## src/rtl/popcnt_accum.sv

```systemverilog
// Two-stage population-count accumulator: S1 counts one beat, S2 sums beats until s_last and emits a total.
// Define POPCNT_SATURATE_EN to clamp the total at all-ones instead of wrapping; m_ovf is the same in both builds.
module popcnt_accum #(
  parameter  int IN_W  = 11,
  parameter  int ACC_W = 16,
  localparam int CNT_W = $clog2(IN_W + 1)
) (
  input  logic             clk,
  input  logic             rst_n,
  input  logic             s_valid,
  output logic             s_ready,
  input  logic [IN_W-1:0]  s_data,
  input  logic             s_last,
  output logic             m_valid,
  input  logic             m_ready,
  output logic [ACC_W-1:0] m_data,
  output logic             m_ovf
);

  localparam int SUM_W = ACC_W + 1;

  logic             v1_q, v1_d;
  logic             last1_q, last1_d;
  logic [CNT_W-1:0] cnt1_q, cnt1_d;
  logic [ACC_W-1:0] acc_q, acc_d;
  logic             ovf_q, ovf_d;
  logic             m_valid_q, m_valid_d;
  logic [ACC_W-1:0] m_data_q, m_data_d;
  logic             m_ovf_q, m_ovf_d;

  logic             stall;
  logic             s_hs;
  logic [SUM_W-1:0] sum;
  logic [ACC_W-1:0] acc_next;
  logic             ovf_next;

  function automatic logic [CNT_W-1:0] popcount(input logic [IN_W-1:0] d);
    logic [CNT_W-1:0] c;
    c = '0;
    for (int i = 0; i < IN_W; i++) c = c + CNT_W'(d[i]);
    return c;
  endfunction

  // A held result freezes both stages; S1 may still fill if it is empty.
  assign stall   = m_valid_q && !m_ready;
  assign s_ready = !v1_q || !stall;
  assign s_hs    = s_valid && s_ready;

  assign sum      = {1'b0, acc_q} + SUM_W'(cnt1_q);
  assign ovf_next = ovf_q | sum[ACC_W];
`ifdef POPCNT_SATURATE_EN
  assign acc_next = sum[ACC_W] ? {ACC_W{1'b1}} : sum[ACC_W-1:0];
`else
  assign acc_next = sum[ACC_W-1:0];
`endif

  always_comb begin
    // NOTE: every _d starts from its held value so no branch can leave one unassigned and infer a latch.
    v1_d      = v1_q;
    last1_d   = last1_q;
    cnt1_d    = cnt1_q;
    acc_d     = acc_q;
    ovf_d     = ovf_q;
    m_valid_d = m_valid_q;
    m_data_d  = m_data_q;
    m_ovf_d   = m_ovf_q;

    if (m_valid_q && m_ready) m_valid_d = 1'b0;

    if (v1_q && !stall) begin
      if (last1_q) begin
        // A completing vector overrides the accept-clear above, giving zero-bubble hand-over.
        m_data_d  = acc_next;
        m_ovf_d   = ovf_next;
        m_valid_d = 1'b1;
        acc_d     = '0;
        ovf_d     = 1'b0;
      end else begin
        acc_d = acc_next;
        ovf_d = ovf_next;
      end
    end

    if (s_hs) begin
      v1_d    = 1'b1;
      cnt1_d  = popcount(s_data);
      last1_d = s_last;
    end else if (!stall) begin
      v1_d = 1'b0;
    end
  end

  always_ff @(posedge clk or negedge rst_n) begin
    if (!rst_n) begin
      v1_q      <= 1'b0;
      last1_q   <= 1'b0;
      cnt1_q    <= '0;
      acc_q     <= '0;
      ovf_q     <= 1'b0;
      m_valid_q <= 1'b0;
      m_data_q  <= '0;
      m_ovf_q   <= 1'b0;
    end else begin
      // NOTE: non-blocking updates so every register samples the pre-edge values of the others.
      v1_q      <= v1_d;
      last1_q   <= last1_d;
      cnt1_q    <= cnt1_d;
      acc_q     <= acc_d;
      ovf_q     <= ovf_d;
      m_valid_q <= m_valid_d;
      m_data_q  <= m_data_d;
      m_ovf_q   <= m_ovf_d;
    end
  end

  assign m_valid = m_valid_q;
  assign m_data  = m_data_q;
  assign m_ovf   = m_ovf_q;

endmodule

```

## config.mk

```make
export PLATFORM = sky130hd
export DESIGN_NAME = popcnt_accum
export DESIGN_NICKNAME = d
export VERILOG_FILES = /design/src/rtl/popcnt_accum.sv
export SDC_FILE = /design/constraint.sdc
export NUM_CORES = 1
export LEC_CHECK = 0
export CORE_UTILIZATION = 53
export DETAILED_ROUTE_END_ITERATION = 6
export PLACE_DENSITY = 0.83
export SLEW_MARGIN = 20
export SYNTH_ARGS = -nofsm -noshare
export SYNTH_HDL_FRONTEND = slang
export SYNTH_SLANG_ARGS = --single-unit
```

## constraint.sdc

```tcl
create_clock -name clk -period 2.6 [get_ports clk]
set_input_delay 0.52 -clock clk [delete_from_list [all_inputs] [get_ports clk]]
set_output_delay 0.52 -clock clk [all_outputs]
set_load 0.02 [all_outputs]
```

==> results of run 1 <==
## worst max-delay path, stage by stage
cell	delay, ps
sky130_fd_sc_hd__buf_6	90
sky130_fd_sc_hd__fa_1	540
sky130_fd_sc_hd__inv_2	40
sky130_fd_sc_hd__fa_1	480
sky130_fd_sc_hd__fa_1	490
sky130_fd_sc_hd__inv_1	50
sky130_fd_sc_hd__fa_2	350
sky130_fd_sc_hd__inv_2	60
sky130_fd_sc_hd__fa_2	410
sky130_fd_sc_hd__o21ai_1	110
## cell usage after synthesis, types with 2 or more instances
| cell type | n | share of area [%] |
|---|---|---|
| sky130_fd_sc_hd__nor2_1 | 5 | 0.84 |
| sky130_fd_sc_hd__xnor2_1 | 6 | 2.3 |
| sky130_fd_sc_hd__buf_2 | 5 | 1.1 |
| sky130_fd_sc_hd__and3_1 | 3 | 0.84 |
| sky130_fd_sc_hd__and2_1 | 4 | 1.1 |
| sky130_fd_sc_hd__nand2_1 | 34 | 5.7 |
| sky130_fd_sc_hd__o31ai_1 | 7 | 2.3 |
| sky130_fd_sc_hd__clkbuf_1 | 5 | 0.84 |
| sky130_fd_sc_hd__nand4_1 | 2 | 0.56 |
| sky130_fd_sc_hd__o21ai_1 | 5 | 1.1 |
| sky130_fd_sc_hd__nor3_1 | 4 | 0.89 |
| sky130_fd_sc_hd__o21ai_0 | 28 | 6.2 |
| sky130_fd_sc_hd__a21o_1 | 5 | 1.7 |
| sky130_fd_sc_hd__fa_1 | 8 | 7.1 |
| sky130_fd_sc_hd__xor2_1 | 9 | 3.5 |
| sky130_fd_sc_hd__ha_1 | 5 | 2.8 |
| sky130_fd_sc_hd__dfrtp_1 | 41 | 46 |
| sky130_fd_sc_hd__nand3_1 | 3 | 0.67 |
| sky130_fd_sc_hd__nor4_1 | 2 | 0.56 |
| sky130_fd_sc_hd__mux2_2 | 3 | 1.5 |
| sky130_fd_sc_hd__nor2b_1 | 2 | 0.56 |
| sky130_fd_sc_hd__nand2b_1 | 2 | 0.56 |
| sky130_fd_sc_hd__inv_1 | 16 | 2.7 |
| sky130_fd_sc_hd__nand3b_1 | 2 | 0.67 |
| sky130_fd_sc_hd__a22o_1 | 3 | 1.2 |
| sky130_fd_sc_hd__a21oi_1 | 6 | 1.3 |
## final cells by class
type | count | area (µm²)
sequential | 41 | 1030
clock buffer | 7 | 86.3
fill | 348 | 1320
tap | 50 | 62.6
inverter | 16 | 60.1
multi-input combinational | 161 | 1120
timing repair buffer | 39 | 362
## metal layers
metal  track usage [%]  up-vias
met5                 0        -
met3              5.82        6
met4              8.51        0
li1                  -      848
met1              27.3      827
met2              36.1       24
## where the power goes
part | internal [µW] | switching (µW) | leakage (µW) | total [µW]
logic | 327 | 407 | 0.000653 | 734
registers | 747 | 73.6 | 0.000547 | 820
clock network | 210 | 205 | 0.0000443 | 415
total | 1280 | 686 | 0.00124 | 1970
## path summary, 6_finish.rpt
kind,slack [ps],endpoint,cells after the start,from
min in group clk,480,m_data[12],2,m_data[12]
worst max register to register,540,acc_q[10],8,acc_q[0]
worst min register to register,480,m_data[12],2,m_data[12]
worst min-delay path,340,m_data[11],1,rst_n
max in group asynchronous,1690,m_data[3],1,rst_n
worst max-delay path,-330,cnt1_q[1],10,s_data[7]
## registers in the layout (all words and copies together) (netlist names)
| register | count |
|---|---|
| ovf_q | 1 |
| cnt1_q | 4 |
| v1_q | 1 |
| m_ovf | 1 |
| m_data | 16 |
| m_valid | 1 |
| last1_q | 1 |
| acc_q | 16 |
## timing repair
item,CTS,global route
buffers inserted,0,1
endpoints found under the setup margin,4,4
gates resized for setup,26,2
pin swaps,7,7
## metrics by stage
step           setup TNS (ps)  hold slack, ps  util (%)  total power [µW]  instances
2_1_floorplan           -1310             224         -              1300        228
3_3_place_gp            -3230             460      65.2              1530        306
3_5_place_dp            -3380             469      65.2              1560        306
4_1_cts                  -901             382      67.0              1980        313
5_1_grt                 -1230             418      67.4              2110        314
6_report                 -979             341      67.4              1970        314
## cells by family after synthesis
logic type                 synth area share [%]
and+or+nand+nor                            15.0
AOI/OAI and AO/OA                          17.3
DFF                                        45.8
buffers and inverters                      4.63
xor gates and xnor gates                   5.86
adders and majority gates                  9.93
muxes                                      1.51
==> impl_metrics.sql, run 1 <==
INSERT INTO impl_metrics (metric_group, metric, value, unit) VALUES
('outcome', 'status', 'complete, but fails checks', ''),
('outcome', 'violations_in_the_final_reports', 'setup timing', ''),
('sta', 'maxClockFrequency', '0.341', 'GHz'),
('floorplanning', 'die_h', '67.0', 'µm'),
('floorplanning', 'floorplan.initialDensity', '55.7', '%'),
('routing', 'drc', '0', ''),
('synthesis', 'synthDistinctLibCells', '39', ''),
('place', 'post-place-ws', '-944', 'ps'),
('routing', 'met3WireLength', '133', 'µm'),
('cells_and_area', 'layout.nets', '293', ''),
('cells_and_area', 'final_design_area_no_fill', '2710', 'µm²'),
('floorplanning', 'dieWidth', '67.0', 'µm'),
('clocking', 'cts-root-buf', 'sky130_fd_sc_hd__clkbuf_8', ''),
('worst_setup_path', 'endpoint_type_of_the_worst_setup_path', 'flip-flop', ''),
('cells_and_area', 'area.growth.synth_to_final', '21.0', '%'),
('floorplanning', 'floorplan.rows', '23', ''),
('place', 'hpwl', '3120', 'µm'),
('clocking', 'cts_made_buffers', '5', ''),
('synthesis', 'synth.ff_latch_count', '41', ''),
('sta', 'post-route-min-period', '2930', 'ps'),
('place', 'io_buffer_count', '34', ''),
('floorplanning', 'core-area', '4030', 'µm²'),
('synthesis', 'synth_enable_flop_cells', '0', ''),
('sta', 'final-max-slew-violation-count', '0', ''),
('routing', 'drt-wirelength-per-cell', '13.7', 'µm'),
('clocking', 'clock_sink_count', '41', ''),
('routing', 'drt-initial-drc-count', '164', ''),
('synthesis', 'ys_seq_area_share', '45.8', '%'),
('clocking', 'holdBufCountCts', '0', ''),
('hold_path', 'min_path_type', 'input pin to async pin', ''),
('global_route', 'via_count_of_the_first_global_routing_pass', '1623', ''),
('place', 'postPlaceCellArea', '2630', 'µm²'),
('cells_and_area', 'mostFrequentLayoutCells', '41 x sky130_fd_sc_hd__dfrtp_1, 34 x sky130_fd_sc_hd__nand2_1, 27 x sky130_fd_sc_hd__clkdlybuf4s50_1, 26 x sky130_fd_sc_hd__o21ai_0, 13 x sky130_fd_sc_hd__inv_1', ''),
('synthesis', 'mean_cell_area_of_the_mapped_netlist', '9.83', 'µm²'),
('sta', 'worst_slack', '-333', 'ps'),
('sta', 'number_of_hold_violations_in_the_final_report', '0', ''),
('global_route', 'grtUsageTotal', '22.0', '%'),
('cells_and_area', 'num_antenna_cells', '0', ''),
('global_route', 'grt_pass1_wl', '7200', 'µm'),
('sta', 'relSlewSlack', '40.8', '%'),
('clocking', 'cts_tree', 'done', ''),
('routing', 'routed_wirelength', '4310', 'µm'),
('floorplanning', 'ioPinCount', '35', ''),
('clocking', 'clk_path_buf_depth', '2', ''),
('sta', 'min_period_over_period', '113', '%'),
('power', 'peakVddDrop', '0.469', 'mV'),
('synthesis', 'netlist_instances', '228', ''),
('worst_setup_path', 'path_max_fanout', '2', ''),
('cells_and_area', 'fraction_of_layout_cells_with_a_size_suffix_above_1', '11.4', '%'),
('worst_setup_path', 'worst_ep_arrival_time', '3150', 'ps'),
('global_route', 'grt_max_degree', '42', ''),
('synthesis', 'synth.yosys.warnings', '0', ''),
('flow_run', 'drv.max_cap_violation_count', '0', ''),
('routing', 'final_antenna_net_count', '0', ''),
('routing', 'drt-pass1-iter-count', '4', ''),
('routing', 'vias', '1705', ''),
('power', 'power.leakage', '0.00124', 'µW'),
('routing', 'highest-signal-layer', 'met4', ''),
('sta', 'setup_viol_count_final', '4', ''),
('global_route', 'antenna_violations_before_repair', '0', ''),
('sta', 'worst-slew-pin-transition', '888', 'ps'),
('clocking', 'clk_latency', '290', 'ps'),
('routing', 'm1WireLength', '1950', 'µm'),
('sta', 'grt_setup_unrepaired', 'true', ''),
('clocking', 'cts.htree.levels', '2', ''),
('routing', 'route.detailed.vias_per_inst', '5.43', ''),
('synthesis', 'synth_flop_cell', 'sky130_fd_sc_hd__dfrtp_1', ''),
('worst_setup_path', 'critical_path_rt', '2820', 'ps'),
('sta', 'fin_skew', '8.35', 'ps'),
('place', 'routabilityCongestion', '0.821', ''),
('clocking', 'path_clk_slew', '70', 'ps'),
('synthesis', 'synth_nets', '257', ''),
('floorplanning', 'die_area', '4490', 'µm²'),
('worst_setup_path', 'element_type_at_the_critical_path_start', 'input pin', ''),
('routing', 'wl_met2', '2160', 'µm'),
('cells_and_area', 'mostFrequentLayoutCell', 'sky130_fd_sc_hd__dfrtp_1', ''),
('global_route', 'global_route.overflow_total', '0', ''),
('synthesis', 'synth-async-reset-ratio', '100', '%'),
('synthesis', 'post_synthesis_instance_area', '2240', 'µm²'),
('worst_setup_path', 'crit_type', 'input pin to flip-flop', ''),
('power', 'power_density', '726', 'nW/µm²');
No activity file was read; power rests on OpenSTA's default activity.
==> inputs of run 2 (changes only) <==
--- a/config.mk
+++ b/config.mk
@@ -7,6 +7,7 @@
 export LEC_CHECK = 0
 export CORE_UTILIZATION = 53
 export DETAILED_ROUTE_END_ITERATION = 6
+export MAX_ROUTING_LAYER = met4
 export PLACE_DENSITY = 0.83
 export SLEW_MARGIN = 20
 export SYNTH_ARGS = -nofsm -noshare
==> run 2 against run 1 <==
  * The run still ends with setup timing left
  * Global-route usage rose by 0.59 points
  * Sequential power about the same
  * Register-to-register slack barely moved
  * Sequential share of layout area is the same
  * Utilization did not move
  * Critical endpoint unchanged
  * Highest routed layer unchanged
==> impl_metrics.sql, run 2 (same netlist as run 1, synthesis figures left out) <==
INSERT INTO impl_metrics (metric_group, metric, value, unit) VALUES
('routing', 'drt-pass1-iter-count', '4', ''),
('clocking', 'holdBufCountCts', '0', ''),
('floorplanning', 'core-area', '4030', 'µm²'),
('worst_setup_path', 'crit-reg2reg-launch', 'acc_q[0]', ''),
('cells_and_area', 'fraction_of_layout_cells_with_a_size_suffix_above_1', '11.4', '%'),
('routing', 'drt-wirelength-per-cell', '13.7', 'µm'),
('power', 'power_density', '726', 'nW/µm²'),
('worst_setup_path', 'crit_type', 'input pin to flip-flop', ''),
('worst_setup_path', 'cp_common_cell', 'sky130_fd_sc_hd__fa_1', ''),
('cells_and_area', 'mostFrequentLayoutCells', '41 x sky130_fd_sc_hd__dfrtp_1, 34 x sky130_fd_sc_hd__nand2_1, 27 x sky130_fd_sc_hd__clkdlybuf4s50_1, 26 x sky130_fd_sc_hd__o21ai_0, 13 x sky130_fd_sc_hd__inv_1', ''),
('sta', 'min_period_over_period', '113', '%'),
('sta', 'setup_viol_count_final', '4', ''),
('worst_setup_path', 'critical_path_rt', '2820', 'ps'),
('routing', 'route.detailed.vias_per_inst', '5.43', ''),
('worst_setup_path', 'critical_path.cell_chain', 'buf_6 -> fa_1 -> inv_2 -> fa_1 -> fa_1 -> inv_1 -> fa_2 -> inv_2 -> fa_2 -> o21ai_1', ''),
('cells_and_area', 'area.growth.synth_to_final', '21.0', '%'),
('power', 'power.leakage', '0.00124', 'µW'),
('outcome', 'status', 'complete, but fails checks', ''),
('power', 'power_frac_seq', '41.6', '%'),
('power', 'overall_power', '1970', 'µW'),
('cells_and_area', 'nFillCells', '348', ''),
('cells_and_area', 'layout.nets', '293', ''),
('clocking', 'clock_sink_count', '41', ''),
('worst_setup_path', 'element_type_at_the_critical_path_start', 'input pin', ''),
('worst_setup_path', 'worst_ep_arrival_time', '3150', 'ps'),
('floorplanning', 'ioPinCount', '35', ''),
('place', 'post-place-ws', '-944', 'ps'),
('worst_setup_path', 'max_stage_delay_cell_worst_path', 'sky130_fd_sc_hd__fa_1', ''),
('worst_setup_path', 'endpoint_type_of_the_worst_setup_path', 'flip-flop', ''),
('power', 'peakVddDrop', '0.470', 'mV'),
('routing', 'vias', '1704', ''),
('clocking', 'cts.htree.levels', '2', ''),
('floorplanning', 'die_h', '67.0', 'µm'),
('flow_run', 'drv.max_cap_violation_count', '0', ''),
('routing', 'drt-initial-drc-count', '164', ''),
('sta', 'relSlewSlack', '40.8', '%'),
('power', 'power.share.clock', '21.1', '%'),
('place', 'routabilityCongestion', '0.834', ''),
('cells_and_area', 'sequential_cell_area', '1030', 'µm²'),
('sta', 'grt_setup_unrepaired', 'true', ''),
('worst_setup_path', 'path_max_fanout', '2', ''),
('cells_and_area', 'multi_input_comb_area', '1120', 'µm²'),
('sta', 'post-route-min-period', '2930', 'ps'),
('outcome', 'violations_in_the_final_reports', 'setup timing', ''),
('clocking', 'clk_path_buf_depth', '2', ''),
('place', 'io_buffer_count', '34', ''),
('global_route', 'grt_max_degree', '42', ''),
('sta', 'worst-slew-pin-transition', '888', 'ps'),
('global_route', 'global_route.overflow_total', '0', ''),
('sta', 'maxClockFrequency', '0.341', 'GHz'),
('floorplanning', 'die_area', '4490', 'µm²'),
('floorplanning', 'floorplan.rows', '23', ''),
('cells_and_area', 'mostFrequentLayoutCell', 'sky130_fd_sc_hd__dfrtp_1', ''),
('clocking', 'cts_tree', 'done', ''),
('cells_and_area', 'num_antenna_cells', '0', ''),
('clocking', 'clk_latency', '290', 'ps'),
('hold_path', 'min_path_type', 'input pin to async pin', ''),
('global_route', 'antenna_violations_before_repair', '0', ''),
('sta', 'number_of_hold_violations_in_the_final_report', '0', ''),
('global_route', 'grt_pass1_wl', '7200', 'µm'),
('sta', 'fin_tns_setup', '-980', 'ps'),
('clocking', 'cts-root-buf', 'sky130_fd_sc_hd__clkbuf_8', ''),
('power', 'swShare', '34.8', '%'),
('sta', 'fin_skew', '8.34', 'ps'),
('sta', 'final-max-slew-violation-count', '0', ''),
('worst_setup_path', 'critical_path_launch_point', 's_data[7]', ''),
('power', 'internal_power', '1280', 'µW'),
('clocking', 'cts_made_buffers', '5', ''),
('power', 'pwr-share-comb', '37.3', '%'),
('power', 'switching_power', '686', 'µW'),
('worst_setup_path', 'critPathMaxStageDelay', '540', 'ps'),
('floorplanning', 'floorplan.initialDensity', '55.7', '%'),
('routing', 'routed_wirelength', '4300', 'µm'),
('routing', 'drc', '0', ''),
('sta', 'worst_slack', '-334', 'ps'),
('global_route', 'via_count_of_the_first_global_routing_pass', '1622', ''),
('place', 'hpwl', '3120', 'µm'),
('global_route', 'grtUsageTotal', '22.6', '%'),
('routing', 'final_antenna_net_count', '0', ''),
('clocking', 'path_clk_slew', '70', 'ps'),
('floorplanning', 'dieWidth', '67.0', 'µm');
[run 2: cell counts in the layout (fill, tap and decap cells not counted)]
Identical to the previous run, type by type.
[run 2: metal layers]
metal / wire length, µm / up-vias / track usage (%) / share of wire, %
met1: 1950 / 826 / 27.3 / 45
met5: 0 / - / - / 0
met2: 2160 / 24 / 36.1 / 50
met3: 130 / 6 / 5.82 / 3.0
li1: - / 848 / - / -
met4: 63 / 0 / 8.51 / 1.5
[run 2: area by class of cell]
cell class              instances  area share (%)
repair buffers                 39            13.3
well taps                      50            2.31
flip-flops and latches         41            37.8
inverters                      16            2.21
multi-input cells             161            41.2
clock buffers                   7            3.18
[run 2: repair_timing]
action	CTS	global route
pin swaps	7	7
setup buffers	0	1
resized for setup	26	2
setup endpoints to repair	4	4
[run 2: power groups by stage]
stage / combinational, µW / sequential [µW] / clock, µW
after floorplan: 440 / 865 / 0
after global placement: 701 / 827 / 0
after detailed placement: 729 / 833 / 0
after CTS: 735 / 822 / 422
after global routing: 820 / 834 / 454
final: 734 / 820 / 415
[run 2: per-stage QoR]
step	util [%]	std cells	cell area [µm²]	hold slack [ps]
floorplan	-	228	2240	224
global placement	65.2	306	2630	460
detailed placement	65.2	306	2630	469
finish	67.4	314	2710	341
CTS	67.0	313	2700	382
global route	67.4	314	2710	418
[run 2: path summary, 6_finish.rpt]
kind	endpoint	slack, ps	cells after the start
hold reg to reg	m_data[12]	480	2
max in group asynchronous	m_data[3]	1690	1
min in group clk	m_data[12]	480	2
setup reg to reg	acc_q[10]	540	8
setup / recovery	cnt1_q[1]	-330	10
hold / removal	m_data[11]	340	1
[run 2: worst max-delay path: cells and delay by family]
kind | cells | cell delay [ps]
AOI/OAI and AO/OA | 1 | 110
buffers and inverters | 4 | 240
adders and majority gates | 5 | 2270
==> inputs of run 3 (changes only) <==
--- a/config.mk
+++ b/config.mk
@@ -7,6 +7,7 @@
 export LEC_CHECK = 0
 export CORE_UTILIZATION = 53
 export DETAILED_ROUTE_END_ITERATION = 6
+export HOLD_SLACK_MARGIN = 0.02
 export MAX_ROUTING_LAYER = met4
 export PLACE_DENSITY = 0.83
 export SLEW_MARGIN = 20
==> results of run 3 <==
Final layout, timing and power as in run 2 (identical DEF).
